File: src/rtl/doomsday_pkg.sv
// Shared definitions for the time_counter timekeeping path: state encoding,
// BCD digit width and per-digit maxima.
package doomsday_pkg;

    localparam int unsigned BCD_W = 4;

    localparam logic [BCD_W-1:0] BCD_ONES_MAX = BCD_W'(9);
    localparam logic [BCD_W-1:0] BCD_TENS_MAX = BCD_W'(5);

    // Encoding 2'b11 is unused and recovers to ST_STOPPED.
    typedef enum logic [1:0] {
        ST_STOPPED = 2'd0,
        ST_RUNNING = 2'd1,
        ST_SETTING = 2'd2
    } state_e;

endpackage

File: src/rtl/time_counter_if.sv
// Control/digit bundle between the debouncer/alarm logic and time_counter.
//   start, set_mode, inc, clear      : controls into the counter
//   current0..current3               : BCD digits ss-ones, ss-tens, mm-ones, mm-tens
//   sec_tick, running, wrap          : status pulses/levels out of the counter
// master = controller side, slave = time_counter side.
interface time_counter_if;
    import doomsday_pkg::*;

    logic             start;
    logic             set_mode;
    logic             inc;
    logic             clear;
    logic [BCD_W-1:0] current0;
    logic [BCD_W-1:0] current1;
    logic [BCD_W-1:0] current2;
    logic [BCD_W-1:0] current3;
    logic             sec_tick;
    logic             running;
    logic             wrap;

    modport master (
        output start, set_mode, inc, clear,
        input  current0, current1, current2, current3, sec_tick, running, wrap
    );

    modport slave (
        input  start, set_mode, inc, clear,
        output current0, current1, current2, current3, sec_tick, running, wrap
    );
endinterface

File: src/rtl/tick_gen.sv
// One-second prescaler: counts enabled cycles modulo TICK_DIV and flags the
// terminal cycle combinationally so the caller can act on that same edge.
//   clk, reset : clock, synchronous active-low reset
//   en_i       : count this cycle
//   clr_i      : force the count to zero (wins over en_i)
//   term_c_o   : count is at TICK_DIV-1 and enabled (combinational)
module tick_gen #(
    parameter int unsigned TICK_DIV = 50_000_000,
    parameter int unsigned PRESC_W  = 26
) (
    input  logic clk,
    input  logic reset,
    input  logic en_i,
    input  logic clr_i,
    output logic term_c_o
);

    localparam logic [PRESC_W-1:0] TERM = PRESC_W'(TICK_DIV - 1);

    logic [PRESC_W-1:0] presc_q;
    logic [PRESC_W-1:0] presc_d;

    assign term_c_o = en_i && (presc_q == TERM);

    // Next prescaler value.
    always_comb begin
        presc_d = presc_q;
        if (clr_i) begin
            presc_d = '0;
        end else if (en_i) begin
            presc_d = (presc_q == TERM) ? '0 : presc_q + PRESC_W'(1);
        end
    end

    always_ff @(posedge clk) begin
        if (!reset) begin
            presc_q <= '0;
        end else begin
            presc_q <= presc_d;
        end
    end

endmodule

File: src/rtl/time_counter.sv
// mm:ss BCD timekeeper with run/stop, manual minute setting and clear.
//   clk, reset : clock, synchronous active-low reset
//   tc_if      : time_counter_if.slave (controls in, digits/status out)
// Build option: TIME_COUNTER_COUNTDOWN_EN makes RUNNING ticks count down,
// stopping with a wrap pulse on reaching 00:00.
module time_counter
    import doomsday_pkg::*;
#(
    parameter int unsigned TICK_DIV = 50_000_000,
    parameter int unsigned PRESC_W  = 26
) (
    input  logic          clk,
    input  logic          reset,
    time_counter_if.slave tc_if
);

    state_e           state_q, state_d, state_fsm_c;
    logic [BCD_W-1:0] cur0_q, cur1_q, cur2_q, cur3_q;
    logic [BCD_W-1:0] cur0_d, cur1_d, cur2_d, cur3_d;
    logic             sec_tick_q, sec_tick_d;
    logic             running_q, running_d;
    logic             wrap_q, wrap_d;
    logic             start_ok_c;
    logic             presc_en_c;
    logic             presc_clr_c;
    logic             tick_c;

`ifdef TIME_COUNTER_COUNTDOWN_EN
    // Nothing to count down from at 00:00.
    assign start_ok_c = ({cur3_q, cur2_q, cur1_q, cur0_q} != '0);
`else
    assign start_ok_c = 1'b1;
`endif

    // Mode transitions; clear freezes the mode for its cycle.
    always_comb begin
        state_fsm_c = ST_STOPPED;
        case (state_q)
            ST_STOPPED: begin
                if (tc_if.set_mode) begin
                    state_fsm_c = ST_SETTING;
                end else if (tc_if.start && start_ok_c) begin
                    state_fsm_c = ST_RUNNING;
                end
            end
            ST_RUNNING: begin
                state_fsm_c = ST_RUNNING;
                if (tc_if.set_mode) begin
                    state_fsm_c = ST_SETTING;
                end else if (tc_if.start) begin
                    state_fsm_c = ST_STOPPED;
                end
            end
            ST_SETTING: begin
                state_fsm_c = tc_if.set_mode ? ST_SETTING : ST_STOPPED;
            end
            default: state_fsm_c = ST_STOPPED;
        endcase
        if (tc_if.clear) begin
            state_fsm_c = (state_q == ST_RUNNING || state_q == ST_SETTING) ? state_q : ST_STOPPED;
        end
        // Count only while staying in RUNNING; any exit or clear drops a pending tick.
        presc_en_c  = (state_q == ST_RUNNING) && (state_fsm_c == ST_RUNNING) && !tc_if.clear;
        presc_clr_c = tc_if.clear || (state_fsm_c != ST_RUNNING);
    end

    tick_gen #(
        .TICK_DIV (TICK_DIV),
        .PRESC_W  (PRESC_W)
    ) u_tick_gen (
        .clk      (clk),
        .reset    (reset),
        .en_i     (presc_en_c),
        .clr_i    (presc_clr_c),
        .term_c_o (tick_c)
    );

    // Digit update: clear, then tick, then SETTING entry/inc.
    always_comb begin
        cur0_d     = cur0_q;
        cur1_d     = cur1_q;
        cur2_d     = cur2_q;
        cur3_d     = cur3_q;
        sec_tick_d = 1'b0;
        wrap_d     = 1'b0;
        state_d    = state_fsm_c;
        if (tc_if.clear) begin
            cur0_d = '0;
            cur1_d = '0;
            cur2_d = '0;
            cur3_d = '0;
        end else if (tick_c) begin
            sec_tick_d = 1'b1;
`ifdef TIME_COUNTER_COUNTDOWN_EN
            if (cur0_q != '0) begin
                cur0_d = cur0_q - BCD_W'(1);
            end else begin
                cur0_d = BCD_ONES_MAX;
                if (cur1_q != '0) begin
                    cur1_d = cur1_q - BCD_W'(1);
                end else begin
                    cur1_d = BCD_TENS_MAX;
                    if (cur2_q != '0) begin
                        cur2_d = cur2_q - BCD_W'(1);
                    end else begin
                        cur2_d = BCD_ONES_MAX;
                        cur3_d = (cur3_q != '0) ? cur3_q - BCD_W'(1) : BCD_TENS_MAX;
                    end
                end
            end
            if ({cur3_d, cur2_d, cur1_d, cur0_d} == '0) begin
                wrap_d  = 1'b1;
                state_d = ST_STOPPED;
            end
`else
            if (cur0_q != BCD_ONES_MAX) begin
                cur0_d = cur0_q + BCD_W'(1);
            end else begin
                cur0_d = '0;
                if (cur1_q != BCD_TENS_MAX) begin
                    cur1_d = cur1_q + BCD_W'(1);
                end else begin
                    cur1_d = '0;
                    if (cur2_q != BCD_ONES_MAX) begin
                        cur2_d = cur2_q + BCD_W'(1);
                    end else begin
                        cur2_d = '0;
                        if (cur3_q != BCD_TENS_MAX) begin
                            cur3_d = cur3_q + BCD_W'(1);
                        end else begin
                            cur3_d = '0;
                            wrap_d = 1'b1;
                        end
                    end
                end
            end
`endif
        end else if (state_q != ST_SETTING && state_fsm_c == ST_SETTING) begin
            cur0_d = '0;
            cur1_d = '0;
        end else if (state_q == ST_SETTING && state_fsm_c == ST_SETTING && tc_if.inc) begin
            // Minutes only; 59 -> 00 silently.
            if (cur2_q != BCD_ONES_MAX) begin
                cur2_d = cur2_q + BCD_W'(1);
            end else begin
                cur2_d = '0;
                cur3_d = (cur3_q != BCD_TENS_MAX) ? cur3_q + BCD_W'(1) : '0;
            end
        end
        running_d = (state_d == ST_RUNNING);
    end

    always_ff @(posedge clk) begin
        if (!reset) begin
            state_q    <= ST_STOPPED;
            cur0_q     <= '0;
            cur1_q     <= '0;
            cur2_q     <= '0;
            cur3_q     <= '0;
            sec_tick_q <= 1'b0;
            running_q  <= 1'b0;
            wrap_q     <= 1'b0;
        end else begin
            state_q    <= state_d;
            cur0_q     <= cur0_d;
            cur1_q     <= cur1_d;
            cur2_q     <= cur2_d;
            cur3_q     <= cur3_d;
            sec_tick_q <= sec_tick_d;
            running_q  <= running_d;
            wrap_q     <= wrap_d;
        end
    end

    assign tc_if.current0 = cur0_q;
    assign tc_if.current1 = cur1_q;
    assign tc_if.current2 = cur2_q;
    assign tc_if.current3 = cur3_q;
    assign tc_if.sec_tick = sec_tick_q;
    assign tc_if.running  = running_q;
    assign tc_if.wrap     = wrap_q;

endmodule

File: src/flat_wrapper.sv
// flat-port wrapper written by rule: the top's interface ports become plain ports
module time_counter_flat import doomsday_pkg::*;
#(
    parameter int unsigned TICK_DIV = 50_000_000,
    parameter int unsigned PRESC_W  = 26
)
  (clk, reset, tc_if_start, tc_if_set_mode, tc_if_inc, tc_if_clear, tc_if_current0, tc_if_current1, tc_if_current2, tc_if_current3, tc_if_sec_tick, tc_if_running, tc_if_wrap);
  time_counter_if tc_if_i ();
  input  logic clk;
  input  logic reset;
  input wire logic [$bits(tc_if_i.start)-1:0] tc_if_start;
  input wire logic [$bits(tc_if_i.set_mode)-1:0] tc_if_set_mode;
  input wire logic [$bits(tc_if_i.inc)-1:0] tc_if_inc;
  input wire logic [$bits(tc_if_i.clear)-1:0] tc_if_clear;
  output wire logic [$bits(tc_if_i.current0)-1:0] tc_if_current0;
  output wire logic [$bits(tc_if_i.current1)-1:0] tc_if_current1;
  output wire logic [$bits(tc_if_i.current2)-1:0] tc_if_current2;
  output wire logic [$bits(tc_if_i.current3)-1:0] tc_if_current3;
  output wire logic [$bits(tc_if_i.sec_tick)-1:0] tc_if_sec_tick;
  output wire logic [$bits(tc_if_i.running)-1:0] tc_if_running;
  output wire logic [$bits(tc_if_i.wrap)-1:0] tc_if_wrap;
  assign tc_if_i.start = tc_if_start;
  assign tc_if_i.set_mode = tc_if_set_mode;
  assign tc_if_i.inc = tc_if_inc;
  assign tc_if_i.clear = tc_if_clear;
  assign tc_if_current0 = tc_if_i.current0;
  assign tc_if_current1 = tc_if_i.current1;
  assign tc_if_current2 = tc_if_i.current2;
  assign tc_if_current3 = tc_if_i.current3;
  assign tc_if_sec_tick = tc_if_i.sec_tick;
  assign tc_if_running = tc_if_i.running;
  assign tc_if_wrap = tc_if_i.wrap;
  time_counter #(.TICK_DIV(TICK_DIV), .PRESC_W(PRESC_W)) u_core (.clk(clk), .reset(reset), .tc_if(tc_if_i));
endmodule
File: config.mk
export PLATFORM = sky130hd
export DESIGN_NAME = time_counter_flat
export DESIGN_NICKNAME = d
export VERILOG_FILES = /design/src/rtl/doomsday_pkg.sv /design/src/rtl/time_counter_if.sv /design/src/rtl/tick_gen.sv /design/src/rtl/time_counter.sv /design/src/flat_wrapper.sv
export SDC_FILE = /design/constraint.sdc
export NUM_CORES = 1
export LEC_CHECK = 0
export CAP_MARGIN = 20
export CORE_ASPECT_RATIO = 0.7
export CORE_UTILIZATION = 60
export CTS_CLUSTER_DIAMETER = 40
export DETAILED_ROUTE_END_ITERATION = 7
export PLACE_DENSITY = 0.8
export SLEW_MARGIN = 10
export SYNTH_ARGS = -nofsm -noshare
export SYNTH_HDL_FRONTEND = slang
export SYNTH_SLANG_ARGS = --single-unit
export TNS_END_PERCENT = 30
File: constraint.sdc
create_clock -name clk -period 3.8 [get_ports clk]
set_input_delay 0.38 -clock clk [delete_from_list [all_inputs] [get_ports clk]]
set_output_delay 0.38 -clock clk [all_outputs]
set_load 0.005 [all_outputs]
* Word-level counts from Yosys, hierarchy flattened
Cells that the tools add are included.
Storage, ports and cells: register bits after elaboration 47, input port bits 6, logic and storage cells 77
Operators by class: add/subtract/negate cells 5, equal/unequal tests 14, mux-type cells 30, bitwise logic cells 2, reductions and logical operators 17
Operators by type and width (number):
- 4-bit 2-to-1 mux | 19
- 26-bit by 1-bit adder with 26-bit output (second input constant) | 1
- 26-bit equality test (second input constant) | 1
- 26-bit 2-to-1 mux | 1
- 4-bit by 1-bit adder with 4-bit output (second input constant) | 4
- 2-bit 2-to-1 mux | 5
- 4-bit by 3-bit != test with 1-bit output (second input constant) | 2
- 4-bit != test (second input constant) | 2
- 1-bit logical AND | 6
- 2-bit != test (second input constant) | 3
- 2-bit one-hot mux with 3 select lines | 1
- 6-bit OR reduction | 1
- 2-bit by 1-bit equality test with 1-bit output (second input constant) | 2
- 2-bit equality test (second input constant) | 2
- 1-bit 2-to-1 mux | 4
- 2-bit by 1-bit != test with 1-bit output (second input constant) | 2
- 4-bit AND reduction | 1
- 2-bit nonzero test | 2
- 2-bit OR reduction | 2
- 2-bit logical NOT | 1
- 1-bit logical OR | 2
- 1-bit inverter | 2
- 2-bit AND reduction | 1
- 1-bit logical NOT | 1

* Longest topological paths before layout
depth after elaboration 10, mapped depth 8, gate-level depth less buffers 7

* Cells and area by module
From an unflattened synthesis, not the netlist that was laid out.
Unflattened totals: cell total of the unflattened synthesis 266, area total of the unflattened synthesis 2373.5 um2
Modules (own cells, without submodules):
- tick_gen | instances 1, cells each 144, area an instance 1262.5 um2, seq. area each 520.5 um2
- time_counter | instances 1, cells each 122, area an instance 1111.1 um2, seq. area each 420.4 um2

* Worst setup path after synthesis
Ideal clock, no wire load.
kind reg-to-reg, start point register u_core.u_tick_gen.presc_q[3], end point register u_core.cur1_q[3] (netlist: u_core.tc_if.current1[3]), arrival 1.768 ns, path slack 1.915 ns, cell stages (with the launch flop) 7, path buffers 1, cell sequence dfxtp_1 > and3_1 > clkbuf_1 > nand4_1 > nor2_1 > mux2_2 > a32o_1
Between the ends: cells in the longest elaborated chain, start to end 4, elaborated cells on any way between the ends 6
Ends and longest elaborated chain:
- start, declared | RTL line tick_gen.sv:20 | logic [PRESC_W-1:0] presc_q;
- start signal, assigned | RTL line tick_gen.sv:39 | presc_q <= presc_d;
- 26-bit equality test * | RTL line tick_gen.sv:23 | assign term_c_o = en_i && (presc_q == TERM);
- 1-bit logical AND * | RTL line tick_gen.sv:23
- 2-bit != test (no line) / 2-bit nonzero test (equally long branches)
- 2-bit AND reduction (no line)
- end signal, assigned | RTL line time_counter.sv:166 | cur1_q <= cur1_d;
- end, declared | RTL line time_counter.sv:18 | logic [BCD_W-1:0] cur0_q, cur1_q, cur2_q, cur3_q;
Mark *: on every way between the ends. The rest lies on a longest branch, timed or not. A chain may end at the register's enable or synchronous reset.

* Worst setup path after layout
start point input tc_if_set_mode, end point register u_core.cur1_q[2] (netlist: u_core.tc_if.current1[2])
Between the ends: cells in the longest elaborated chain, start to end 9, elaborated cells on any way between the ends 15
Ends and longest elaborated chain:
- start, declared | RTL line flat_wrapper.sv:12 | input wire logic [$bits(tc_if_i.set_mode)-1:0] tc_if_set_mode;
- 2-bit 2-to-1 mux (on tied branches) | RTL line time_counter.sv:48, time_counter.sv:40, time_counter.sv:55
- 2-bit one-hot mux with 3 select lines * | RTL line time_counter.sv:38 | case (state_q)
- 2-bit 2-to-1 mux * | RTL line time_counter.sv:59 | if (tc_if.clear) begin
- 2-bit by 1-bit equality test with 1-bit output | RTL line time_counter.sv:63 | presc_en_c = (state_q == ST_RUNNING) && (state_fsm_c == ST_RUNNING) && !tc_if.clear;
- 1-bit logical AND (2 in series) | RTL line time_counter.sv:63
- 1-bit logical AND | RTL line tick_gen.sv:23
- 2-bit != test (no line) / 2-bit nonzero test (equally long branches)
- 2-bit AND reduction (no line)
Marks and branches as above.

==> metrics <==
P_int 0.0006384 W; share of layout cells above drive strength 1 6.542%; Slowest cell on crit path clkdlybuf4s50_1; Peak Freq 383.2 MHz; drt drc 0; starting density of the core 64.07%; worst setup margin 1.190 ns; Max Cap Violations 0; vias in the first global route 2059; post-cts gate resize count 0; worst slew pin tran 0.6786 ns; GR Overflow Total 0; Filler cells 336; Final Cycle Share 68.67%; Multi-input gate area 0.001556 mm²; Ant. Diodes 0; Static Leak 0.9278 nW; Critical path buffers and inverters 1; status finished, final reports clean; clk_lat worst skew 0.30 ns; worst vdd ir 0.2334 mV; Hold WC Path Type flop to flop; worst stage delay on the critical path 0.62 ns; antenna violations before repair 0; Final Hold Viols 0; die span in x 80.05 µm; wire per inst 15.93 µm; pin count of the biggest net entering global routing 25; Synth Flop Type dfxtp_1; Synth cell types 50; Sequential Power Share 60.2%; hold_ws 0.5089 ns; Post-synth EDFFs 0; sequential area share after synthesis 36.77%; Final Skew 0.005707 ns; Final Net Count 331; WL final 5.942 mm; via/cell ratio 6.252; combinational group share of total power 4.3%; total chip power 0.0008266 W; die area 0.004534 mm²; Post-CTS Setup Repair Bufs 0; FF/Latch Area 940.9 µm²; flops & latches, synth 47; chip height 56.64 µm; most frequent cells after synthesis 47 x dfxtp_1, 34 x nor2_1, 23 x nand2_1, 22 x nand3_1, 15 x xnor2_1; CTS tree yes; Inst Count DP 365; GP Congestion 0.8757; clock sink count 47; # IOs 25; relative slew slack 54.14%; Syn Std Cell Area 0.002559 mm²; CTS root buffer clkbuf_8; cts bufs inserted 5; crit path kind input pin to flop; Switching Fraction 22.77%; Synth top area share 36.77%; Mean Syn Cell Area 8.586 µm²; Cells on Worst Hold Path 2; CP startpoint kind input pin; DP HPWL 4.218 mm; DR vias 2332; most numerous cell in the Yosys netlist dfxtp_1; Longest Clk Path Bufs 2; CP Cell Sequence clkdlybuf4s50_1 -> nor4b_1 -> and4b_1 -> nand3_1 -> or3_1 -> a21oi_1; core area 0.003994 mm²; Slew Limit Fails 0; CP arrival 2.83 ns; post-synth net total 309; worst slack, placed 0.9223 ns; Final ANT Viol Nets 0; Clock Power Share 35.5%; largest area contributor in the netlist dfxtp_1; ranking of synthesized cells by area dfxtp_1 37%, xnor2_1 5.1%, nor2_1 5.0%, nand3_1 4.3%, nand2_1 3.4%; # setup viols final 0; total negative slack 0 ns; clock period minus worst slack 2.610 ns; DR pass1 iterations 6; Crit. End Element flop; Top Family by Delay on Critical Path simple AND/OR/NAND/NOR gates; cell count after synthesis 298; CP max FO 12; Port Buf Inserts 24; first-pass GRT wire length 9.922 mm; Worst-path clk slew 0.08 ns; Synth Warn # 0; H-tree depth 2; Post-CTS Hold Buffers 0; Worst path depth 6; final non-filler cell total 373; DR iter-0 viols 181; sw power 0.0001882 W; Async SR Flop Fraction 0%; FP Rows 19; PD cells 283.3 mW/mm²; R2R cell count 5; RSZ-0062 raised after global routing false; synth-to-layout area growth 14.03%; Global Route Usage Sum 28.24%; Data required, critical path 4.02 ns
==> per-stage QoR <==
stage	utilization (%)	instance area, µm²
floorplan	-	2559
global placement	71.02	2836
detailed placement	71.02	2836
CTS	73.06	2918
global route	73.06	2918
finish	73.06	2918
==> final timing paths <==
check,startpoint,to,slack (ns)
worst max-delay path,tc_if_set_mode,u_core.tc_if.current1[2],1.19
worst min-delay path,u_core.u_tick_gen.presc_q[1],u_core.u_tick_gen.presc_q[1],0.51
worst max register to register,u_core.state_q[0],u_core.tc_if.current1[2],1.50
worst min register to register,u_core.u_tick_gen.presc_q[1],u_core.u_tick_gen.presc_q[1],0.51
==> layout make-up <==
type | instances | share of cell area [%]
inverter | 5 | 0.6432
clock buffer | 7 | 2.616
clock inverter | 1 | 0.1715
sequential | 47 | 32.25
timing repair buffer | 26 | 8.748
multi-input combinational | 235 | 53.34
tap | 52 | 2.230
==> tightest hold or removal path, stage by stage, from the launching register on <==
cell and delay [ns]:
dfxtp_1 0.33, o21ai_0 0.07, a21oi_1 0.07
==> registers in the layout, indices dropped and copies added (netlist names) <==
| name | cells |
|---|---|
| u_core.tc_if.current0 | 4 |
| u_core.tc_if.current2 | 4 |
| u_core.u_tick_gen.presc_q | 26 |
| u_core.tc_if.wrap | 1 |
| u_core.tc_if.current3 | 4 |
| u_core.tc_if.running | 1 |
| u_core.tc_if.sec_tick | 1 |
| u_core.state_q | 2 |
| u_core.tc_if.current1 | 4 |
==> kinds of logic after synthesis <==
logic type,after synthesis,share of synthesized area (%)
muxes,8,3.276
AOI/OAI and AO/OA,40,10.12
adders and majority gates,5,2.445
buffers and inverters,16,2.396
DFF,47,36.77
xor gates and xnor gates,23,7.873
and+or+nand+nor,159,37.11
==> power by group through the flow <==
stage | combinational [W] | sequential [W] | clock [W]
after floorplan | 0.0000212 | 0.000508 | 0
after global placement | 0.0000341 | 0.000509 | 0
after detailed placement | 0.0000349 | 0.000509 | 0
after CTS | 0.0000354 | 0.000497 | 0.000298
after global routing | 0.0000384 | 0.000498 | 0.000314
final | 0.0000359 | 0.000498 | 0.000293
==> layout by cell type (no fill, tap or decap), drive strengths merged, types with 5 or more instances in the layout <==
cell type	instances
nand2	23
dfxtp	47
nor3b	5
o21ai	11
nor2	34
and3	6
or3	5
nor4	7
nand4	10
xnor2	15
xor2	8
ha	5
clkbuf	7
mux2i	5
nand3	22
a21oi	12
clkdlybuf4s50	24
nor3	14
inv	5
==> routing by layer <==
layer / vias up / global-route usage [%] / wire length (µm)
met1: 1084 / 43.49 / 3077
met4: 0 / 7.143 / 72
met2: 95 / 39.32 / 2368
li1: 1142 / - / -
met3: 11 / 6.016 / 423
met5: - / 0 / 0
No activity file was read; power rests on OpenSTA's default activity.
